===== src/rtl/hdlc_rx_deframer.sv =====
// HDLC receive front end: flag/abort detection on an 8-bit window, zero
// de-stuffing, LSB-first byte assembly and frame-level status pulses.
`timescale 1ns/1ps
module hdlc_rx_deframer #(
  parameter logic [7:0] FLAG_PATTERN = 8'h7E,
  parameter int         ABORT_ONES   = 7
) (
  input  logic       Clk,
  input  logic       Rst,
  input  logic       Rx,
  input  logic       RxEN,
  output logic       Rx_FlagDetect,
  output logic       Rx_AbortDetect,
  output logic       Rx_ValidFrame,
  output logic       Rx_AbortSignal,
  output logic [7:0] Rx_Data,
  output logic       Rx_WrByte,
  output logic       Rx_EoF,
  output logic       Rx_FrameError
);
  // state  | meaning
  // S_IDLE | hunting for an opening flag
  // S_SYNC | flag seen, waiting out the flag bits still in the window
  // S_FRAME| delivering de-stuffed data bits
  typedef enum logic [1:0] {S_IDLE, S_SYNC, S_FRAME} state_t;

  localparam int            OW       = $clog2(ABORT_ONES + 2);
  localparam logic [OW-1:0] ONES_TC  = OW'(ABORT_ONES);
  localparam logic [OW-1:0] ONES_SAT = OW'(ABORT_ONES + 1);

  state_t          r_state, w_state_nxt;
  logic [7:0]      r_win;
  logic            r_dbit;
  logic [OW-1:0]   r_ones;
  logic            r_flag, r_abort;
  logic [2:0]      r_tmr;
  logic [2:0]      r_run;
  logic [2:0]      r_bcnt;
  logic [6:0]      r_sh;
  logic [7:0]      r_data;
  logic            r_wr, r_eof, r_fe, r_abort_sig, r_wrote;

  logic w_flag_win, w_abort_win, w_drop;
  logic w_tmr_load, w_deliver, w_eof, w_fe, w_abort_sig, w_valid;

  assign w_flag_win  = (r_win == FLAG_PATTERN);
  assign w_abort_win = (r_ones == ONES_TC);
  assign w_drop      = !r_dbit && (r_run == 3'd5);

  always_comb begin
    w_state_nxt = r_state;
    w_tmr_load  = 1'b0;
    w_deliver   = 1'b0;
    w_eof       = 1'b0;
    w_fe        = 1'b0;
    w_abort_sig = 1'b0;
    if (!RxEN) begin
      w_state_nxt = S_IDLE;
    end else if (r_abort) begin
      w_state_nxt = S_IDLE;
      w_abort_sig = (r_state == S_FRAME);
    end else if (r_flag) begin
      w_state_nxt = S_SYNC;
      w_tmr_load  = 1'b1;
      if (r_state == S_FRAME) begin
        w_eof = 1'b1;
        w_fe  = (r_bcnt != 3'd0) || !r_wrote;
      end
    end else begin
      case (r_state)
        S_SYNC: begin
          if (r_tmr == 3'd0) begin
            w_state_nxt = S_FRAME;
            w_deliver   = 1'b1;
          end
        end
        S_FRAME: w_deliver = 1'b1;
        default: ;
      endcase
    end
  end

  // The sync terminal cycle already carries the first data bit, so it counts as in-frame.
  assign w_valid = (r_state == S_FRAME) ||
                   ((r_state == S_SYNC) && (r_tmr == 3'd0) && !r_flag && !r_abort);

  always_ff @(posedge Clk or negedge Rst) begin
    if (!Rst) r_state <= S_IDLE;
    else      r_state <= w_state_nxt;
  end

  always_ff @(posedge Clk or negedge Rst) begin
    if (!Rst) begin
      r_win       <= '1;
      r_dbit      <= 1'b0;
      r_ones      <= '0;
      r_flag      <= 1'b0;
      r_abort     <= 1'b0;
      r_tmr       <= 3'd0;
      r_run       <= 3'd0;
      r_bcnt      <= 3'd0;
      r_sh        <= 7'd0;
      r_data      <= 8'h00;
      r_wr        <= 1'b0;
      r_eof       <= 1'b0;
      r_fe        <= 1'b0;
      r_abort_sig <= 1'b0;
      r_wrote     <= 1'b0;
    end else begin
      r_win   <= {Rx, r_win[7:1]};
      r_dbit  <= r_win[0];
      if (!Rx)                    r_ones <= '0;
      else if (r_ones != ONES_SAT) r_ones <= r_ones + 1'b1;
      r_flag  <= RxEN && w_flag_win && !w_abort_win;
      r_abort <= RxEN && w_abort_win;

      if (w_tmr_load)                            r_tmr <= 3'd7;
      else if (r_state == S_SYNC && r_tmr != 0)  r_tmr <= r_tmr - 3'd1;

      r_wr <= 1'b0;
      if (w_tmr_load || w_state_nxt == S_IDLE) begin
        r_run   <= 3'd0;
        r_bcnt  <= 3'd0;
        r_wrote <= 1'b0;
      end else if (w_deliver) begin
        if (w_drop) begin
          r_run <= 3'd0;
        end else begin
          r_run  <= r_dbit ? r_run + 3'd1 : 3'd0;
          r_sh   <= {r_dbit, r_sh[6:1]};
          r_bcnt <= r_bcnt + 3'd1;
          if (r_bcnt == 3'd7) begin
            r_data  <= {r_dbit, r_sh};
            r_wr    <= 1'b1;
            r_wrote <= 1'b1;
          end
        end
      end

      r_eof       <= w_eof;
      r_fe        <= w_fe;
      r_abort_sig <= w_abort_sig;
    end
  end

  assign Rx_FlagDetect  = r_flag;
  assign Rx_AbortDetect = r_abort;
  assign Rx_ValidFrame  = w_valid;
  assign Rx_AbortSignal = r_abort_sig;
  assign Rx_Data        = r_data;
  assign Rx_WrByte      = r_wr;
  assign Rx_EoF         = r_eof;
  assign Rx_FrameError  = r_fe;
endmodule


===== config.mk =====
export PLATFORM = sky130hd
export DESIGN_NAME = hdlc_rx_deframer
export DESIGN_NICKNAME = d
export VERILOG_FILES = /design/src/rtl/hdlc_rx_deframer.sv
export SDC_FILE = /design/constraint.sdc
export NUM_CORES = 1
export LEC_CHECK = 0
export CAP_MARGIN = 20
export CORE_MARGIN = 1.5
export CORE_UTILIZATION = 30
export CTS_CLUSTER_DIAMETER = 30
export DETAILED_ROUTE_END_ITERATION = 8
export HOLD_SLACK_MARGIN = 0.12
export PLACE_DENSITY = 0.52
export SYNTH_ARGS = -nofsm -noshare
export SYNTH_HDL_FRONTEND = slang
export SYNTH_SLANG_ARGS = --single-unit

===== constraint.sdc =====
create_clock -name Clk -period 1.8 [get_ports Clk]
set_input_delay 0.36 -clock Clk [delete_from_list [all_inputs] [get_ports Clk]]
set_output_delay 0.36 -clock Clk [all_outputs]
set_load 0.05 [all_outputs]

# --- After elaboration in Yosys (flattened, before gate mapping) ---
# Index checks and enable logic that the tools add are counted.
classes:
  add_sub_neg: 4
  n_mul: 0
  n_div: 0
  n_lt_le_gt_ge: 0
  n_eq_ne: 9
  shifts: 0
  n_mux: 42
  n_bitwise: 2
  n_reduce_logical: 27
ops:
  columns: ["operator", "count"]
  rows:
  - ["$mux W3", 9]
  - ["$mux W1", 25]
  - ["$mux W2", 5]
  - ["$eq A8 B7 Y1 const B", 1]
  - ["$logic_and A1 B1 Y1", 8]
  - ["$mux W4", 2]
  - ["$add A3 B1 Y3 const B", 2]
  - ["$eq A3 B3 Y1 const B", 2]
  - ["$reduce_and A3 Y1", 2]
  - ["$reduce_bool A2 Y1", 3]
  - ["$reduce_bool A3 Y1", 2]
  - ["$logic_not A1 Y1", 5]
  - ["$add A4 B1 Y4 const B", 1]
  - ["$eq A4 B3 Y1 const B", 1]
  - ["$ne A2 B1 Y1 const B", 2]
  - ["$ne A4 B4 Y1 const B", 1]
  - ["$reduce_and A4 Y1", 1]
  - ["$logic_not A3 Y1", 1]
  - ["$logic_or A1 B1 Y1", 3]
  - ["$sub A3 B1 Y3 const B", 1]
  - ["$eq A2 B1 Y1 const B", 1]
  - ["$eq A2 B2 Y1 const B", 1]
  - ["$logic_not A2 Y1", 1]
  - ["$not A1 Y1", 2]
  - ["other kinds (2)", 2]
totals:
  register_bits: 46
  latchBits: 0
  mem_bits_rw: 0
  mem_bits_ro: 0
  input_bits: 4
  out_inout_bits: 15
  wordCells: 100
  n_memories: 0

# --- Logic depth before layout (Yosys ltp) ---
logic_depth:
  ltp_word: 10
  depth_mapped: 8
  mapped_depth_nobuf: 6

# --- Worst setup path before layout ---
# OpenSTA, ideal clock, no wires.
synth_path:
  path_type: "flip-flop to flip-flop"
  startpoint: "register r_state[0]"
  endpoint: "register r_data[0], in the netlist Rx_Data[0]"
  setup_ps: 125
  arrival_time_ps: 1726
  required_ps: 1675
  path_slack_ps: -51
  stages_incl_launch_ff: 8
  n_path_buf: 2
  period_less_slack_ps: 1851
  path_cell_list: "dfrtp_1 > ha_1 > and3b_1 > buf_2 > o211a_1 > buf_6 > nand2_4 > mux2_2"
synth_between:
  elab_chain_len: 9
  word_cells_on_any_way: 15
  classes_between: "eq/ne: 2; mux: 9; bitwise: 1; reduce/logical: 3"
synth_rtl:
  columns: ["element", "line", "source"]
  rows:
  - ["start: declaration", "31", "state_t r_state, w_state_nxt;"]
  - ["start signal: assignment", "89", "else r_state <= w_state_nxt;"]
  - ["$eq A2 B1 Y1 or $mux W2 (tied branches)", "70, 72", null]
  - ["$mux W2", "70", "case (r_state)"]
  - ["$mux W2", "62", "end else if (r_flag) begin"]
  - ["$mux W2", "59", "end else if (r_abort) begin"]
  - ["$mux W2", "57", "if (!RxEN) begin"]
  - ["$logic_not A2 Y1", "121", "if (w_tmr_load || w_state_nxt == S_IDLE) begin"]
  - ["$logic_or A1 B1 Y1", "121", null]
  - ["$not A1 Y1 (no line)", null, null]
  - ["$reduce_and A4 Y1 (no line) *", null, null]
  - ["end signal: assignment", "133", "r_data <= {r_dbit, r_sh};"]
  - ["end: declaration", "40", "logic [7:0] r_data;"]
# Mark *: on every way between the ends. The rest lies on a longest branch, timed or not.
# A chain may end at the register's enable or synchronous reset.

# --- Worst setup path in the final report ---
layout_path:
  startpoint: "register r_state[1]"
  endpoint: "register r_data[0], in the netlist Rx_Data[0]"
# Same word-level chain as after synthesis.

==> results by group <==
Detailed routing
  • Final ANT Viol Nets: 0
  • Vias per cell: 4.549
  • Vias: 1260
  • DRT Pass-1 Iters: 4
  • WL final: 3573 um
  • Iter 0 DRT Violations: 46
  • Remaining DRCs: 0
  • WL per Instance: approximately 13 um

Synth
  • Top post-synthesis cells by count: 38 x dfrtp_1, 14 x inv_1, 14 x mux2_2
  • Post-Syn Area: 0.001987 sq mm
  • Top post-synthesis cells by area: dfrtp_1 48%, dfstp_2 11%, mux2_2 7.9%
  • Share of the synthesized area in the top cell type: between 40% and 50%
  • Synth Warn #: 0
  • Cells after Synth: 156
  • Syn Nets: between 150 and 200
  • Synth area leader: dfrtp_1
  • Sequential share of the synthesized area: 58.44%
  • Yosys reg bits: 46
  • Synth Flop Type: dfrtp_1
  • Avg Inst Size Synth: 12.74 sq um
  • Number of synthesized flops with an enable pin: 0
  • Library cells used by synthesis: 36
  • Top-count cell post-synth: dfrtp_1
  • Ys async rst share: 100.0%

Status
  • Run status: complete, but fails checks
  • Failing checks: setup timing

Placed design
  • GPL Wtd Cong: approximately 0.73
  • IO Port Bufs: 18
  • Detailed-placement wirelength estimate: 2540 um
  • DP Area: 0.002371 sq mm

Worst setup path
  • Critical path launch point type: flip-flop
  • Kind of cell adding the most delay to the critical path: flip-flops
  • Crit path from: r_state[1]
  • CP bufs+invs: 3
  • Crit path DAT: 2.14 ns
  • Critical Path RT: 1.98 ns
  • Critical Path, Cell by Cell: inv_1 -> ha_2 -> and3b_2 -> buf_12 -> o211a_1 -> buf_12 -> nand2_8 -> mux2_2
  • RR Startpoint: r_state[1]
  • CP max FO: 9
  • Setup CP Type: flip-flop to flip-flop
  • Critical-path top delay cell: dfrtp_1
  • Cell repeated most along the worst path: buf_12
  • Max stage delay on crit path: 0.37 ns
  • Worst Setup End Kind: flip-flop

STA
  • Worst Skew: around 0.0084 ns
  • RSZ-0062 raised after global routing: yes
  • Setup tns final: -1.935 ns
  • Max Transition Viols Final: 0
  • Slew headroom: 61.24%
  • Minimum clock period after layout: 1.965 ns
  • Final Hold Fails: 0
  • Final setup violation count: 20
  • Period Utilization, post-route: 109.1%
  • Worst hold slack: 0.1364 ns
  • Final setup margin: -0.1646 ns
  • Max Fclk: 0.5090 GHz
  • Worst-margin pin slew: 0.5815 ns

Cells and area
  • Multi-input logic area: 838.3 sq um
  • Sequential cell area: 0.001161 sq mm
  • Diode count: 0
  • Fin util: 40.87%
  • Area grow syn2layout: 31.36%
  • Fill count: 611
  • Design Area, Final: about 0.0026 sq mm
  • Nets@finish: 214
  • Layout cells sized above 1: 41.00%

Floorplan
  • Core area: 0.006386 sq mm
  • # rows: 29
  • Die width: 84.38 um
  • Die height: 84.38 um
  • Die footprint: 0.007120 sq mm
  • Io pins: 19
  • Initial core utilization: 31.11%

GRT
  • First-pass GRT wire length: 6099 um
  • Initial antenna violation count: 0
  • Largest net degree at the start of global routing: 47
  • GRT Resource Usage Total: 10.89%
  • Vias in the first global route: 1288
  • Grt ovf: 0

Worst hold path
  • HP Class: input port to asynchronous set/reset pin

Clock network
  • Hold-fix buffers, CTS: 0
  • CTS Buffer Depth: 2
  • H-tree depth reported by CTS: 2
  • Worst-path clk slew: about 0.090 ns
  • Root buffer cell: clkbuf_8
  • CTS Buf Count: 5
  • CTS sink cnt: 46
  • TritonCTS clock tree: yes
  • Insertion delay to the later sink of the worst-skew pair: 0.30 ns

Power and ir drop
  • VDD IR max: between 0.4 and 0.5 mV
  • PD cells: between 700 and 800 mW/mm^2
  • Leak: 1.263 nW
  • Total chip power: a little under 2 mW

Run
  • Max cap viols: 0
## what timing repair did
action / in CTS / in global routing
gates cloned: 0 / 0
gates resized for setup: 14 / 7
setup buffers: 4 / 3
setup endpoints to repair: 19 / 22
pin swaps: 7 / 5
## power by group
group	switching (mW)	internal (mW)	leakage [nW]	total, mW
Sequential	0.0210	1.07	0.595	1.09
Clock	0.334	0.409	0.0579	0.743
Combinational	0.0645	0.0598	0.611	0.124
Total	0.420	1.54	1.26	1.96
## final cells by class
type / count / area share [%]
Sequential cell: 46 / 44.49
Clock buffer: 5 / 2.637
Multi-Input combinational cell: 94 / 32.12
Tap cell: 77 / 3.691
Timing Repair Buffer: 38 / 13.52
Inverter: 14 / 2.013
Clock inverter: 3 / 1.534
## cell usage in the layout, fill, tap and decap left out, types with 3 or more instances in the layout
| cell | count |
|---|---|
| mux2i_1 | 3 |
| nand2_1 | 10 |
| a21oi_1 | 4 |
| buf_4 | 28 |
| xnor2_1 | 4 |
| nor2_1 | 5 |
| dfrtp_1 | 38 |
| inv_1 | 11 |
| inv_2 | 3 |
| o211ai_1 | 3 |
| nor2b_1 | 5 |
| buf_12 | 4 |
| nand3b_1 | 3 |
| mux2_4 | 5 |
| ha_1 | 8 |
| dfstp_2 | 8 |
| and2_1 | 3 |
| mux2_2 | 9 |
| clkbuf_8 | 5 |
## stage by stage
step           worst slack [ns]  instances
5_1_grt                 -0.2389        277
3_5_place_dp            -0.2416        263
4_1_cts                 -0.1665        275
2_1_floorplan          -0.02884        156
6_report                -0.1646        277
3_3_place_gp            -0.1990        263
## cells by family (layout without fill, tap and decap cells)
logic type,count (synthesis),after routing,share of synthesized area (%)
compound gates,21,21,7.242
simple gates,41,41,12.72
fa+ha+maj,11,11,6.927
mux,17,17,9.446
flops,46,46,58.44
xor+xnor,4,4,1.763
buf+inv,16,60,3.463
## state kept, by name, indices dropped and copies added (netlist names)
signal          cells
Rx_AbortSignal      1
r_dbit              1
r_sh                7
Rx_EoF              1
Rx_FlagDetect       1
r_tmr               3
r_state             2
Rx_FrameError       1
r_wrote             1
Rx_WrByte           1
r_win               8
r_run               3
r_bcnt              3
Rx_Data             8
Rx_AbortDetect      1
r_ones              4
## path summary, 6_finish.rpt
path                         endpoint  slack [ns]  cells after the start
max                        Rx_Data[0]       -0.16                      8
min                          r_tmr[1]        0.14                      2
max reg2reg                Rx_Data[0]       -0.16                      8
min reg2reg                  r_win[3]        0.37                      0
max in group asynchronous   r_ones[2]        1.25                      2
min in group Clk             r_win[3]        0.37                      0
## metal layers
metal  share of wire [%]  GRT usage, %  vias to the layer above
met2                  53         18.84                       12
met4                 1.9         4.839                        0
met5                   0             0                        -
met1                  42         12.78                      627
met3                 3.2         2.753                        7
li1                    -             -                      614
(Power assumes the default switching activity.)
